### config.mk
export PLATFORM = sky130hd
export DESIGN_NAME = regfile_flat
export DESIGN_NICKNAME = d
export VERILOG_FILES = /design/src/rtl/regfile_if.sv /design/src/rtl/regfile.sv /design/src/flat_wrapper.sv
export SDC_FILE = /design/constraint.sdc
export NUM_CORES = 2
export LEC_CHECK = 0
export ABC_CLOCK_PERIOD_IN_PS = 38200
export CORE_ASPECT_RATIO = 0.7
export CORE_UTILIZATION = 50
export DETAILED_ROUTE_END_ITERATION = 12
export GPL_ROUTABILITY_DRIVEN = 0
export PLACE_DENSITY_LB_ADDON = 0.3
export SLEW_MARGIN = 0
export SYNTH_ARGS = -nofsm -noshare
export SYNTH_HDL_FRONTEND = slang
export SYNTH_SLANG_ARGS = --single-unit
export TNS_END_PERCENT = 30
### constraint.sdc
create_clock -name clk -period 38.2 [get_ports clk]
set_input_delay 3.82 -clock clk [delete_from_list [all_inputs] [get_ports clk]]
set_output_delay 3.82 -clock clk [all_outputs]
set_load 0.05 [all_outputs]
### src/rtl/regfile_if.sv
// -----------------------------------------------------------------------------
// regfile_if
// Bundles the write-back write port and the two ID-stage read ports of the
// general-purpose register file.
//   we / waddr / wdata          : write port from MEM/WB
//   re1 / raddr1 / rdata1       : read port 1 (operand reg1)
//   re2 / raddr2 / rdata2       : read port 2 (operand reg2)
// Modports:
//   master : pipeline side, drives write/read requests, receives read data
//   slave  : register file side
// -----------------------------------------------------------------------------
interface regfile_if #(
  parameter int DATA_WIDTH = 32,
  parameter int ADDR_WIDTH = 5
);
  logic                  we;
  logic [ADDR_WIDTH-1:0] waddr;
  logic [DATA_WIDTH-1:0] wdata;
  logic                  re1;
  logic [ADDR_WIDTH-1:0] raddr1;
  logic [DATA_WIDTH-1:0] rdata1;
  logic                  re2;
  logic [ADDR_WIDTH-1:0] raddr2;
  logic [DATA_WIDTH-1:0] rdata2;

  modport master (
    output we, waddr, wdata,
    output re1, raddr1,
    output re2, raddr2,
    input  rdata1, rdata2
  );

  modport slave (
    input  we, waddr, wdata,
    input  re1, raddr1,
    input  re2, raddr2,
    output rdata1, rdata2
  );
endinterface

### src/rtl/regfile.sv
// -----------------------------------------------------------------------------
// regfile
// MIPS32 general-purpose register file: NUM_REGS x DATA_WIDTH storage, one
// synchronous write port and two combinational read ports with same-cycle
// write-to-read bypass. r0 is hard-wired to zero.
// Ports:
//   clk : rising-edge clock
//   rst : asynchronous active-high reset; clears storage and forces reads to 0
//   bus : regfile_if.slave (write port we/waddr/wdata, read ports re/raddr/rdata)
// -----------------------------------------------------------------------------
module regfile #(
  parameter int DATA_WIDTH = 32,
  parameter int ADDR_WIDTH = 5,
  parameter int NUM_REGS   = 32
) (
  input  logic      clk,
  input  logic      rst,
  regfile_if.slave  bus
);

  logic [DATA_WIDTH-1:0] regs [NUM_REGS];

  // Read-port resolution in priority order: reset, disabled port, r0,
  // bypass of the write being presented this cycle, then stored value.
  function automatic logic [DATA_WIDTH-1:0] read_port(
    input logic                  rst_i,
    input logic                  en,
    input logic [ADDR_WIDTH-1:0] addr,
    input logic                  we_i,
    input logic [ADDR_WIDTH-1:0] waddr_i,
    input logic [DATA_WIDTH-1:0] wdata_i,
    input logic [DATA_WIDTH-1:0] stored
  );
    logic [DATA_WIDTH-1:0] res;
    if (rst_i || !en || addr == '0) begin
      res = '0;
    end else if (we_i && addr == waddr_i) begin
      res = wdata_i;
    end else begin
      res = stored;
    end
    return res;
  endfunction

  // Storage: r0 is never written, so it stays at its reset value of zero.
  always_ff @(posedge clk or posedge rst) begin
    if (rst) begin
      for (int i = 0; i < NUM_REGS; i++) begin
        regs[i] <= '0;
      end
    end else if (bus.we && bus.waddr != '0) begin
      regs[bus.waddr] <= bus.wdata;
    end
  end

  always_comb begin
    bus.rdata1 = read_port(rst, bus.re1, bus.raddr1, bus.we, bus.waddr,
                           bus.wdata, regs[bus.raddr1]);
  end

  always_comb begin
    bus.rdata2 = read_port(rst, bus.re2, bus.raddr2, bus.we, bus.waddr,
                           bus.wdata, regs[bus.raddr2]);
  end

endmodule
### src/flat_wrapper.sv
// flat-port wrapper written by rule: the top's interface ports become plain ports
module regfile_flat 
#(
  parameter int DATA_WIDTH = 32,
  parameter int ADDR_WIDTH = 5,
  parameter int NUM_REGS   = 32
)
  (clk, rst, bus_we, bus_waddr, bus_wdata, bus_re1, bus_raddr1, bus_re2, bus_raddr2, bus_rdata1, bus_rdata2);
  regfile_if #(.DATA_WIDTH(DATA_WIDTH), .ADDR_WIDTH(ADDR_WIDTH)) bus_i ();
  input  logic clk;
  input  logic rst;
  input wire logic [$bits(bus_i.we)-1:0] bus_we;
  input wire logic [$bits(bus_i.waddr)-1:0] bus_waddr;
  input wire logic [$bits(bus_i.wdata)-1:0] bus_wdata;
  input wire logic [$bits(bus_i.re1)-1:0] bus_re1;
  input wire logic [$bits(bus_i.raddr1)-1:0] bus_raddr1;
  input wire logic [$bits(bus_i.re2)-1:0] bus_re2;
  input wire logic [$bits(bus_i.raddr2)-1:0] bus_raddr2;
  output wire logic [$bits(bus_i.rdata1)-1:0] bus_rdata1;
  output wire logic [$bits(bus_i.rdata2)-1:0] bus_rdata2;
  assign bus_i.we = bus_we;
  assign bus_i.waddr = bus_waddr;
  assign bus_i.wdata = bus_wdata;
  assign bus_i.re1 = bus_re1;
  assign bus_i.raddr1 = bus_raddr1;
  assign bus_i.re2 = bus_re2;
  assign bus_i.raddr2 = bus_raddr2;
  assign bus_rdata1 = bus_i.rdata1;
  assign bus_rdata2 = bus_i.rdata2;
  regfile #(.DATA_WIDTH(DATA_WIDTH), .ADDR_WIDTH(ADDR_WIDTH), .NUM_REGS(NUM_REGS)) u_core (.clk(clk), .rst(rst), .bus(bus_i));
endmodule
### Yosys cells after proc, flatten, opt, wreduce, memory -nomap -nowiden

Index checks and enable logic that the tools add are counted.
W data, S select, Z words.

* register bits: 1024
* bits of input ports: 52
* output and inout port bits: 64
* logic and storage cells: 67

* $lt $le $gt $ge: 4
* eq/ne operators: 2
* muxes and demuxes: 13
* bitwise operators: 3
* reduce and logical (&&, ||, !) cells: 13

Operators with widths (number)
* $bwmux W1024: 1
* $bmux W32 S5: 2
* $mux W32: 9
* $demux W32 S5: 1
* $ge A6 B6 Y1 const B: 3
* $not A5 Y6: 3
* $eq A5 B5 Y1: 2
* $logic_not A5 Y1: 2
* $lt A6 B1 Y1 const B: 1
* $reduce_bool A5 Y1: 1
* $logic_and A1 B1 Y1: 4
* $logic_or A1 B1 Y1: 4
* $logic_not A1 Y1: 2

### Longest topological paths before layout

* depth after elaboration: 6
* depth in mapped cells: 9
* gate-level depth less buffers: 5

### Least setup slack after synthesis

Ideal clock, no wire load.

* kind: input to output
* start point: input rst
* end point: output bus_rdata1[10]
* arrival time: 29.166 ns
* data required time: 34.380 ns
* slack: 5.214 ns
* stages on the path: 5
* path buffers: 1
* cell sequence: inv_1 o2111ai_1 buf_2 a21oi_1 a211o_1

* longest elaborated chain between the ends: 3

Ends and longest elaborated chain
* from (decl): RTL line flat_wrapper.sv:11 `input logic rst;`
* $logic_or A1 B1 Y1 (2 in series): RTL line regfile.sv:35 `if (rst_i || !en || addr == '0) begin`
* $mux W32: RTL line regfile.sv:35
* to (decl): RTL line flat_wrapper.sv:19 `output wire logic [$bits(bus_i.rdata1)-1:0] bus_rdata1;`

Every way passes these cells.

### Worst setup path after layout

* start point: input bus_raddr2[0]
* end point: output bus_rdata2[20]

* longest elaborated chain between the ends: 6
* elaborated cells between the ends (all ways): 10
* those cells by class: eq/ne: 1; mux: 5; bitwise: 1; reduce/logical: 3

Ends and longest elaborated chain
* from (decl): RTL line flat_wrapper.sv:18 `input wire logic [$bits(bus_i.raddr2)-1:0] bus_raddr2;`
* $not A5 Y6 (implied by the code): RTL line regfile.sv:63 `bus.wdata, regs[bus.raddr2]);`
* $bmux W32 S5: RTL line regfile.sv:63
* $mux W32 (implied by the code) (2 in series): RTL line regfile.sv:63
* $mux W32: RTL line regfile.sv:37 `end else if (we_i && addr == waddr_i) begin`
* $mux W32 *: RTL line regfile.sv:35
* to (decl): RTL line flat_wrapper.sv:20 `output wire logic [$bits(bus_i.rdata2)-1:0] bus_rdata2;`

Every way passes the cells marked *; elsewhere a longest branch is shown, timed or not. The select of a mux whose other input is x is not followed.

==> flow_metrics.tcl <==
set metrics [dict create \
    wl_per_cell_um 32.2 \
    worst_hold_path_type "reg2reg" \
    clock_path_buffers 3 \
    synth-async-reset-ratio 1.00 \
    cp_data_required_time_ns 34.38 \
    clk_latency_ns 0.69 \
    die-height_um 281 \
    fin_nets 3840 \
    critPathSlowestCell "buf_4" \
    rsz0062_at_grt "no" \
    grt_max_degree 182 \
    num_vias 36600 \
    ys_warn_count 0 \
    crit_chain "buf_8 -> buf_4 -> buf_12 -> buf_4 -> mux4_2 -> mux2_2 -> o211ai_1 -> nand3_1 -> clkdlybuf4s50_1" \
    hold_viol 0 \
    portBuffers 115 \
    reg_top3 "u_core.regs: 1024 flops" \
    start_kind "primary input" \
    antenna_found_initial 2 \
    synth-edff-count 0 \
    grt_usage 0.305 \
    power_mw 3.16 \
    top_register "u_core.regs" \
    htree_levels 3 \
    p_leak_nw 26.8 \
    postCtsSetupBuffers 0 \
    clk_pin_slew_ns 0.06 \
    rows 102 \
    synth_area_per_cell_sq_um 14.2 \
    drc 0 \
    crit_buf_inv 5 \
    cts_buffers 103 \
    cts_num_sinks 1024 \
    maxCapViolations 0 \
    dp_hpwl_um 90100 \
    areaGrowthSynthToFinish_pct 9.84 \
    synthCells 3921 \
    holdWs_ns 0.390 \
    grt_pass1_wl_um 254000 \
    grt-ovfl-total 0 \
    via_per_inst 6.87 \
    vdd_drop_max_v 0.0000371 \
    worst_pin_slew_ns 1.38 \
    fmax_ghz 0.0792 \
    fp.dieW_um 401 \
    synth_seq_cells 1024 \
    dr.pass1.iters 5 \
    synth_cell_types 40 \
    final.setup.tns_ns 0 \
    yosysSeqAreaShare 0.460 \
    drive_gt1_frac 0.456 \
    yosys.area.top_type "dfrtp_1" \
    routed_wirelength_um 171000 \
    fp.coreArea_sq_um 111000 \
    synthTopCellsByCount "mux2_2 (1056), dfrtp_1 (1024), mux4_2 (353), mux2i_1 (352), clkbuf_1 (225)" \
    slew_viol_final 0 \
    path_class "in2out" \
    cpPeakStageDelay_ns 0.79 \
    yosys.area.top_type_share 0.460 \
    ys_top_cells_by_area "dfrtp_1 (46%), mux2_2 (21%), mux4_2 (14%)" \
    die_area_sq_um 113000 \
    cts_resized 0 \
    yosysMostFrequentCell "mux2_2" \
    initial_core_util 0.505 \
    setup-violations-final 0 \
    min_period_over_period 0.331 \
    cts_tree "yes" \
    fin_crit_ns 12.63 \
    cp_data_arrival_time_ns 8.81 \
    drt_iter0_markers 3960 \
    diodes 0 \
    crit_fanout 117 \
    status "completed" \
    largest_reg_flops 1024 \
    maxSlewHeadroom 0.0790 \
    pin_count 116 \
    setup.worst_path.end_class "output pin" \
    critPathTopFamily "buffers and inverters" \
    cellPowerDensity_nw_per_um2 51.6 \
    critPathMostFrequentCell "buf_4" \
    synthFlopType "dfrtp_1" \
    synth_nets 3973 \
    first_global_vias 36100 \
    synth_area_sq_um 55800 \
    cts_root_buf "clkbuf_16" \
    antenna_left 0 \
    fin_skew_ns 0 \
    holdBufCountCts 0 \
]
[logic make-up after synthesis]
kind of cell,count (synthesis),synth area share
muxes,1761,0.419
DFF,1024,0.460
buffers and inverters,448,0.0381
AOI/OAI and AO/OA,483,0.0667
and+or+nand+nor,196,0.0152
xor gates and xnor gates,9,0.00141
[area by class of cell]
cell class	count	area, sq um
sequential	1024	25600
multi-input combinational	2449	28300
clock inverter	50	612
timing repair buffer	205	1890
tap	1456	1820
inverter	5	26.3
clock buffer	139	2970
fill	8834	49300
[metal layers]
layer  up-vias  track usage  wire, um
li1      14900            -         -
met1     19700        0.455     75400
met2      1786        0.441     74700
met3       293       0.0768     16400
met4         0       0.0837      4870
met5         -            0         0
[cells in the final DEF, fill, tap and decap left out, types with 35 or more instances in the layout]
master and n:
a22oi_1 64, nand2_1 99, dfrtp_1 1024, a21oi_1 63
a221oi_1 159, mux4_2 353, mux2i_1 352, clkbuf_16 105
buf_4 88, o21bai_1 64, clkdlybuf4s50_1 107, nand3_1 35
mux2_2 1056
[power by group]
part           switching [mW]  total, mW  internal, mW
Sequential              0.155       1.45          1.29
Combinational           0.264      0.630         0.366
Clock                   0.452       1.08         0.631
[final timing paths]
| kind | end | from | cells past startpoint | slack [ns] |
|---|---|---|---|---|
| max in group asynchronous | u_core.regs[370] | rst | 5 | 31.10 |
| min in group asynchronous | u_core.regs[64] | rst | 2 | 3.77 |
| max | bus_rdata2[20] | bus_raddr2[0] | 9 | 25.57 |
| min | u_core.regs[998] | u_core.regs[998] | 0 | 0.39 |
| min reg2reg | u_core.regs[998] | u_core.regs[998] | 0 | 0.39 |
| max reg2reg | u_core.regs[91] | u_core.regs[91] | 1 | 37.38 |
[through the flow]
step / util / instances / cell area [sq um] / setup slack (ns)
2_1_floorplan: - / 3921 / 55800 / 5.21
3_3_place_gp: 0.522 / 5139 / 57700 / 25.59
3_5_place_dp: 0.522 / 5139 / 57700 / 25.57
4_1_cts: 0.554 / 5328 / 61200 / 25.56
5_1_grt: 0.554 / 5328 / 61200 / 25.30
6_report: 0.554 / 5328 / 61200 / 25.57
No activity file was read; power rests on OpenSTA's default activity.
